`src/rtl/cardio_feature_packer_if.sv`:
```
// Stream bundle for the cardio feature packer.
// Carries: s_valid/s_ready/s_data/s_last in, m_valid/m_ready/m_data out, err_len pulse.
interface cardio_feature_packer_if #(
    parameter int N_FEAT = 21,
    parameter int IN_W   = 8,
    parameter int Q_W    = 4
);
    logic                    s_valid;
    logic                    s_ready;
    logic [IN_W-1:0]         s_data;
    logic                    s_last;
    logic                    m_valid;
    logic                    m_ready;
    logic [N_FEAT*Q_W-1:0]   m_data;
    logic                    err_len;

    modport master (
        output s_valid, s_data, s_last, m_ready,
        input  s_ready, m_valid, m_data, err_len
    );

    modport slave (
        input  s_valid, s_data, s_last, m_ready,
        output s_ready, m_valid, m_data, err_len
    );
endinterface

```
`src/rtl/cardio_feature_packer.sv`:
```
// Quantizes raw features (saturating shift) and packs N_FEAT of them per frame.
// Ports: clk, rst (async high), bus (slave: feature stream in, packed frame out, err_len).
module cardio_feature_packer #(
    parameter int N_FEAT = 21,
    parameter int IN_W   = 8,
    parameter int Q_W    = 4,
    parameter int SHIFT  = 4
) (
    input  logic                   clk,
    input  logic                   rst,
    cardio_feature_packer_if.slave bus
);
    localparam int DW    = N_FEAT * Q_W;
    localparam int IDX_W = $clog2(N_FEAT);
    localparam logic [IN_W-1:0] QMAX = IN_W'((1 << Q_W) - 1);
    localparam logic [IDX_W-1:0] LAST_IDX = IDX_W'(N_FEAT - 1);

    typedef enum logic {FILL, FULL} state_t;

    state_t          state_q, state_d;
    logic [IDX_W-1:0] idx_q, idx_d;
    logic [DW-1:0]   asm_q, asm_d;
    logic [DW-1:0]   md_q, md_d;
    logic            mv_q, mv_d;
    logic            err_q, err_d;

    logic [IN_W-1:0] shifted;
    logic [Q_W-1:0]  q;
    logic [DW-1:0]   asm_wr;
    logic            accept;
    logic            last_slot;
    logic            out_free;

    assign shifted   = bus.s_data >> SHIFT;
    assign q         = (shifted > QMAX) ? QMAX[Q_W-1:0] : shifted[Q_W-1:0];
    assign accept    = bus.s_valid && (state_q == FILL);
    assign last_slot = (idx_q == LAST_IDX);
    assign out_free  = !mv_q || bus.m_ready;

    always_comb begin
        asm_wr = asm_q;
        asm_wr[idx_q*Q_W +: Q_W] = q;
    end

    always_comb begin
        state_d = state_q;
        idx_d   = idx_q;
        asm_d   = asm_q;
        md_d    = md_q;
        mv_d    = mv_q;
        err_d   = 1'b0;
        if (mv_q && bus.m_ready) begin
            mv_d = 1'b0;
        end
        unique case (state_q)
            FILL: begin
                if (accept) begin
                    if (!last_slot) begin
                        if (bus.s_last) begin
                            // short frame: drop what was gathered
                            idx_d = '0;
                            asm_d = '0;
                            err_d = 1'b1;
                        end else begin
                            idx_d = idx_q + 1'b1;
                            asm_d = asm_wr;
                        end
                    end else begin
                        idx_d = '0;
                        err_d = !bus.s_last;
                        if (out_free) begin
                            md_d  = asm_wr;
                            mv_d  = 1'b1;
                            asm_d = '0;
                        end else begin
                            // park the finished frame until the output drains
                            asm_d   = asm_wr;
                            state_d = FULL;
                        end
                    end
                end
            end
            FULL: begin
                if (bus.m_ready) begin
                    md_d    = asm_q;
                    mv_d    = 1'b1;
                    asm_d   = '0;
                    state_d = FILL;
                end
            end
            default: ;
        endcase
    end

    always_ff @(posedge clk or posedge rst) begin
        if (rst) begin
            state_q <= FILL;
            idx_q   <= '0;
            asm_q   <= '0;
            md_q    <= '0;
            mv_q    <= 1'b0;
            err_q   <= 1'b0;
        end else begin
            state_q <= state_d;
            idx_q   <= idx_d;
            asm_q   <= asm_d;
            md_q    <= md_d;
            mv_q    <= mv_d;
            err_q   <= err_d;
        end
    end

    assign bus.s_ready = (state_q == FILL);
    assign bus.m_valid = mv_q;
    assign bus.m_data  = md_q;
    assign bus.err_len = err_q;
endmodule

```
`src/flat_wrapper.sv`:
```
// flat-port wrapper written by rule: the top's interface ports become plain ports
module cardio_feature_packer_flat 
#(
    parameter int N_FEAT = 21,
    parameter int IN_W   = 8,
    parameter int Q_W    = 4,
    parameter int SHIFT  = 4
)
  (clk, rst, bus_s_valid, bus_s_data, bus_s_last, bus_m_ready, bus_s_ready, bus_m_valid, bus_m_data, bus_err_len);
  cardio_feature_packer_if #(.N_FEAT(N_FEAT), .IN_W(IN_W), .Q_W(Q_W)) bus_i ();
  input  logic clk;
  input  logic rst;
  input wire logic [$bits(bus_i.s_valid)-1:0] bus_s_valid;
  input wire logic [$bits(bus_i.s_data)-1:0] bus_s_data;
  input wire logic [$bits(bus_i.s_last)-1:0] bus_s_last;
  input wire logic [$bits(bus_i.m_ready)-1:0] bus_m_ready;
  output wire logic [$bits(bus_i.s_ready)-1:0] bus_s_ready;
  output wire logic [$bits(bus_i.m_valid)-1:0] bus_m_valid;
  output wire logic [$bits(bus_i.m_data)-1:0] bus_m_data;
  output wire logic [$bits(bus_i.err_len)-1:0] bus_err_len;
  assign bus_i.s_valid = bus_s_valid;
  assign bus_i.s_data = bus_s_data;
  assign bus_i.s_last = bus_s_last;
  assign bus_i.m_ready = bus_m_ready;
  assign bus_s_ready = bus_i.s_ready;
  assign bus_m_valid = bus_i.m_valid;
  assign bus_m_data = bus_i.m_data;
  assign bus_err_len = bus_i.err_len;
  cardio_feature_packer #(.N_FEAT(N_FEAT), .IN_W(IN_W), .Q_W(Q_W), .SHIFT(SHIFT)) u_core (.clk(clk), .rst(rst), .bus(bus_i));
endmodule
```
`config.mk`:
```
export PLATFORM = sky130hd
export DESIGN_NAME = cardio_feature_packer_flat
export DESIGN_NICKNAME = d
export VERILOG_FILES = /design/src/rtl/cardio_feature_packer_if.sv /design/src/rtl/cardio_feature_packer.sv /design/src/flat_wrapper.sv
export SDC_FILE = /design/constraint.sdc
export NUM_CORES = 1
export LEC_CHECK = 0
export BUFFER_PORTS_ARGS = -buffer_cell sky130_fd_sc_hd__buf_2
export CORE_MARGIN = 1.5
export CORE_UTILIZATION = 28
export DETAILED_ROUTE_END_ITERATION = 16
export PLACE_DENSITY = 0.49
export RECOVER_POWER = 50
export SETUP_SLACK_MARGIN = 0.5
export SLEW_MARGIN = 15
export SYNTH_ARGS = -nofsm -noshare
export SYNTH_HDL_FRONTEND = slang
export SYNTH_SLANG_ARGS = --single-unit
```
`constraint.sdc`:
```
create_clock -name clk -period 6.1 [get_ports clk]
set_input_delay 1.22 -clock clk [delete_from_list [all_inputs] [get_ports clk]]
set_output_delay 1.22 -clock clk [all_outputs]
set_load 0.005 [all_outputs]
```
# Yosys cells after proc, flatten, opt, wreduce, memory -nomap -nowiden
# Cells that the tools add are included.
# classes
n_eq_ne	5
shift	2
magnitude_cmp	1
n_addsub	2
n_bitwise	1
muxes	30
n_reduce_logical	8
# ops
op	count
$mux 84	9
$pmux 84 s2	2
$bwmux 84	1
$shift 4x34->84 const A	1
$shiftx 4x34->84	1
$neg 7->34	1
$mux 1	13
$mux 5	2
$ne 2x1->1 const B	3
$add 5x1->5 const B	1
$eq 5x5->1 const B	1
$gt 4x4->1 const B	1
$mux 4	1
$pmux 1 s2	2
$reduce_and 2->1	2
$reduce_and 4->1	1
$logic_and 1x1->1	2
$logic_not 1->1	2
$ne 2x2->1 const B	1
$logic_or 1x1->1	1
$not 1->1	1
# word_totals
out_inout_bits	87
ff_bits	176
input_bits	13
wordCells	55

# Logic depth before layout (Yosys ltp)
# logic_depth
ltp_word	8
mapped_depth	13
depth_no_buf	9

# Least setup slack after synthesis
# No wires, ideal clock.
# synth_path
path_kind	register -> register
startpoint	reg u_core.idx_q[0]
endpoint	reg u_core.asm_q[16]
setup_slack_ns	3.175
path_buffers	3
synth_period_minus_slack_ns	2.925
t_arrival_ns	2.858
required_ns	6.034
path_stages_with_launch	13
path_cell_list	dfrtp_1 -> buf_2 -> buf_2 -> inv_1 -> ha_1 -> buf_2 -> nand2b_1 -> nor2_1 -> ha_1 -> or3_1 -> or3_1 -> nor3_1 -> a22o_1
# synth_via
elab_chain_cells	7
word_cells_on_any_way	10
# synth_lines
item	line	text
start: declaration	cardio_feature_packer.sv:21	logic [IDX_W-1:0] idx_q, idx_d;
start signal: assignment	cardio_feature_packer.sv:105	idx_q <= idx_d;
$neg 7->34	cardio_feature_packer.sv:42	asm_wr[idx_q*Q_W +: Q_W] = q;
$shiftx 4x34->84 or $shift 4x34->84 (tied branches)	cardio_feature_packer.sv:42	
$bwmux 84	cardio_feature_packer.sv:42	
$mux 84 (on tied branches)	cardio_feature_packer.sv:59, cardio_feature_packer.sv:71	
$mux 84 (*)	cardio_feature_packer.sv:58	if (!last_slot) begin
$mux 84 (*)	cardio_feature_packer.sv:57	if (accept) begin
$pmux 84 s2 (*)	cardio_feature_packer.sv:55	unique case (state_q)
end signal: assignment	cardio_feature_packer.sv:106	asm_q <= asm_d;
end: declaration	cardio_feature_packer.sv:22	logic [DW-1:0] asm_q, asm_d;
# Every way passes the cells marked *; elsewhere a longest branch is shown, timed or not. The select of a mux whose other input is x is not followed.
# A chain may end at the register's enable or synchronous reset.

# Worst setup path in the final report
# layout_path
startpoint	reg u_core.idx_q[0]
endpoint	reg u_core.md_q[14], in the netlist u_core.bus.m_data[14]
# layout_via
elab_chain_cells	7
word_cells_on_any_way	11
# layout_lines
item	line	text
$neg 7->34	cardio_feature_packer.sv:42	
$shiftx 4x34->84 or $shift 4x34->84 (tied branches)	cardio_feature_packer.sv:42	
$bwmux 84	cardio_feature_packer.sv:42	
$mux 84	cardio_feature_packer.sv:71	if (out_free) begin
$mux 84	cardio_feature_packer.sv:58	
$mux 84	cardio_feature_packer.sv:57	
$pmux 84 s2	cardio_feature_packer.sv:55	
end signal: assignment	cardio_feature_packer.sv:107	md_q <= md_d;
end: declaration	cardio_feature_packer.sv:23	logic [DW-1:0] md_q, md_d;
# Parallel ways exist; a longest one is shown, timed or not. The select of a mux whose other input is x is not followed.

==> results by group <==
Power and ir drop
  • Sequential Power Share: a little under half
  • Net switching power: about 0.00083 W
  • VDD IR max: around 0.15 mV
  • Combinational Power Share: between 10% and 20%
  • Cell Pwr Density: roughly 300 mW/mm^2
  • Net Sw Frac: a little under a third
  • Int Pwr: around 0.0019 W
  • Clk network pwr share: 38.2%
  • Leak pwr: 3.85 nW

Finish
  • Multi-input logic area: 0.00321 sq mm
  • Fill cells: 2947
  • N_diodes: 0
  • Share of layout cells above drive strength 1: 22.3%
  • Final core occ: around 33%
  • Final Non-Filler Cells: 1178
  • Sequential cell area: approximately 0.0044 sq mm
  • NumNets Final: about 800
  • Area delta synth->final: 15.9%

Hold path
  • Worst Hold Class: flip-flop to flip-flop

STA
  • Final setup vio count: 0
  • RSZ-0062 raised after global routing: no
  • Total Neg Setup Slack: 0 ns
  • Max-slew violation count: 0
  • F_max: between 0.2 and 0.3 GHz
  • Max_slew headroom: about 28%
  • Fin crit share: between 60% and 70%
  • Least-Margin Pin Slew: about 1.1 ns
  • Fin worst setup slack: 2.12 ns
  • Clock Skews: roughly 0.0087 ns
  • Crit path time final: about 4.0 ns
  • Final hold vios: 0

Logic synthesis
  • Post-synth EDFFs: 0
  • Synth warn: 0
  • Number of library cell types mapped by synthesis: 70
  • Mean post-synth cell area: around 11 sq um
  • Cell with the most instances after synthesis: dfrtp_1
  • FFs w/ async S/R, synth: 100%
  • Synth area leaders: dfrtp_1 (55%), mux2_2 (6.9%), o2bb2ai_1 (3.1%)
  • Syn Inst Count: around 720
  • Top FF cell, synth: dfrtp_1
  • Register bit total from synthesis: about 180
  • Sequential area share after synthesis: 55.2%
  • Post-Syn Area: between 0.007 and 0.008 sq mm
  • Yosys top cell area share: 55.2%
  • Commonest cells post-synth: dfrtp_1 (176), mux2_2 (49), nor2_1 (49), nand3_1 (48), o21ai_0 (44)
  • Post-synth top area cell: dfrtp_1
  • Post-synthesis net count: between 700 and 800

Routing
  • Initial DRC count: 454
  • Total vias in the final route: 6003
  • Routed WL: around 23 mm
  • Drt pass-1 iters: 6
  • Via/cell ratio: between 5 and 6
  • DRC: 0
  • Avg WL per Cell: a little under 20 um
  • ANT nets after route: 0

Placement
  • Dpl cells: around 1100
  • Post-place setup slack: 2.21 ns
  • HPWL after DPL: about 14 mm
  • Final GP Congestion: between 0.7 and 0.8
  • Number of port buffers: 95

Floorplanning
  • # IOs: 100
  • Core Region: 0.0279 sq mm
  • Die width: between 150 and 200 um
  • Die ar.: slightly below 0.03 sq mm
  • Effective utilization at floorplan: about 29%
  • Die Height: 172 um
  • Std cell rows: 61

GRT
  • Wire length of the first global-routing pass: 34.8 mm
  • Grt total ovfl: 0
  • Largest net degree at the start of global routing: between 150 and 200
  • GRT Overall Usage: approximately 16%
  • Vias in the first global route: approximately 6000
  • Initial antenna violation count: 0

CTS
  • Worst-Skew Late Latency: between 0.4 and 0.5 ns
  • CTS sink cnt: between 150 and 200
  • Cts hold-fix bufs: 0
  • Resized cells post-CTS: 0
  • Maximum root-to-sink buffer count: 2
  • H-tree depth: 4
  • CTS buffer count: 17
  • CTS Root Cell: clkbuf_16
  • Post-CTS Setup Bufs: 0
  • Register clock-pin slew on the reported worst setup and hold paths: 0.07 ns
  • TritonCTS clock tree: yes

Critical path
  • Startpoint types: flip-flop
  • Max Fanout on Critical Path: 25
  • Endpoint type of the worst setup path: flip-flop
  • CP arrival: about 4.3 ns
  • Critical path class: flip-flop to flip-flop
  • Worst path required time: between 6 and 7 ns

Status
  • Status: finished clean

Job
  • Max_cap viols: 0
final timing paths:
check,to,cells past startpoint,from,slack (ns)
min,u_core.asm_q[76]$_DFFE_PP0P_,1,u_core.asm_q[76]$_DFFE_PP0P_,0.48
max,u_core.bus.m_data[14]$_DFFE_PP0P_,8,u_core.idx_q[0]$_DFFE_PP0P_,2.12
max reg2reg,u_core.bus.m_data[14]$_DFFE_PP0P_,8,u_core.idx_q[0]$_DFFE_PP0P_,2.12
max in group asynchronous,u_core.asm_q[2]$_DFFE_PP0P_,3,rst,4.23
min in group asynchronous,u_core.bus.m_data[66]$_DFFE_PP0P_,3,rst,1.05
min reg2reg,u_core.asm_q[76]$_DFFE_PP0P_,1,u_core.asm_q[76]$_DFFE_PP0P_,0.48
stage by stage:
stage | hold slack [ns] | cell area [sq um] | total power (W)
5_1_grt | 0.500 | 9250 | 0.00285
4_1_cts | 0.487 | 9290 | 0.00277
3_5_place_dp | 0.467 | 8740 | 0.00171
3_3_place_gp | 0.466 | 8740 | 0.00171
6_report | 0.484 | 9250 | 0.00273
2_1_floorplan | 0.450 | 7990 | 0.00155
cells in the final DEF (no fill, tap or decap), types with 12 or more instances in the layout:
master     synthesis  final
dfrtp_1          176    176
buf_2             25     66
nor2_1            49     49
mux2_2            49     49
nand3_1           48     48
o21ai_0           44     44
a31oi_1           37     36
nand2_1           30     30
clkbuf_1          23     29
o2bb2ai_1         28     28
inv_1             29     28
o22ai_1           20     20
clkbuf_16          0     17
a22o_1            16     16
or3_1             12     12
power by group through the flow:
| stage | Clock (W) | Combinational (W) | Sequential [W] |
|---|---|---|---|
| after global placement | 0 | 0.000414 | 0.00130 |
| after detailed placement | 0 | 0.000417 | 0.00130 |
| final | 0.00105 | 0.000413 | 0.00128 |
| after CTS | 0.00108 | 0.000420 | 0.00128 |
| after global routing | 0.00111 | 0.000453 | 0.00128 |
| after floorplan | 0 | 0.000265 | 0.00128 |
cells by family after synthesis:
group,synth area share (%)
mux,7.47
xor+xnor,0.423
fa+ha+maj,0.470
flops,55.2
buf+inv,4.95
compound gates,17.9
simple gates,13.6
layout make-up:
class	instances	area share, %
inverters	29	1.19
multi-input cells	461	34.6
repair buffers	102	5.45
well taps	378	5.11
clock inverters	13	1.11
flip-flops and latches	176	47.6
clock buffers	19	4.90
flip-flops by register name (all words and copies together), names as in the netlist:
signal,count
u_core.asm_q,84
u_core.bus.m_data,84
u_core.idx_q,5
u_core.bus.err_len,1
u_core.bus.m_valid,1
u_core.state_q,1
worst max-delay path, stage by stage, from the launching register on:
cell and delay, ns:
dfrtp_1 0.95, inv_1 0.11, ha_1 0.37, nand2b_1 0.17, nor2_1 0.06, ha_1 0.60
nand4_1 0.84, or3_1 0.62, a31oi_1 0.18
routing by layer:
metal | vias to the layer above | wire [um] | part of all wire [%] | track usage [%]
met3 | 27 | 945 | 4.2 | 2.93
met1 | 2984 | 11000 | 49 | 22.0
met5 | - | 0 | 0 | 0
met2 | 173 | 10300 | 46 | 24.3
met4 | 0 | 320 | 1.4 | 4.84
li1 | 2819 | - | - | -
(Power assumes the default switching activity.)
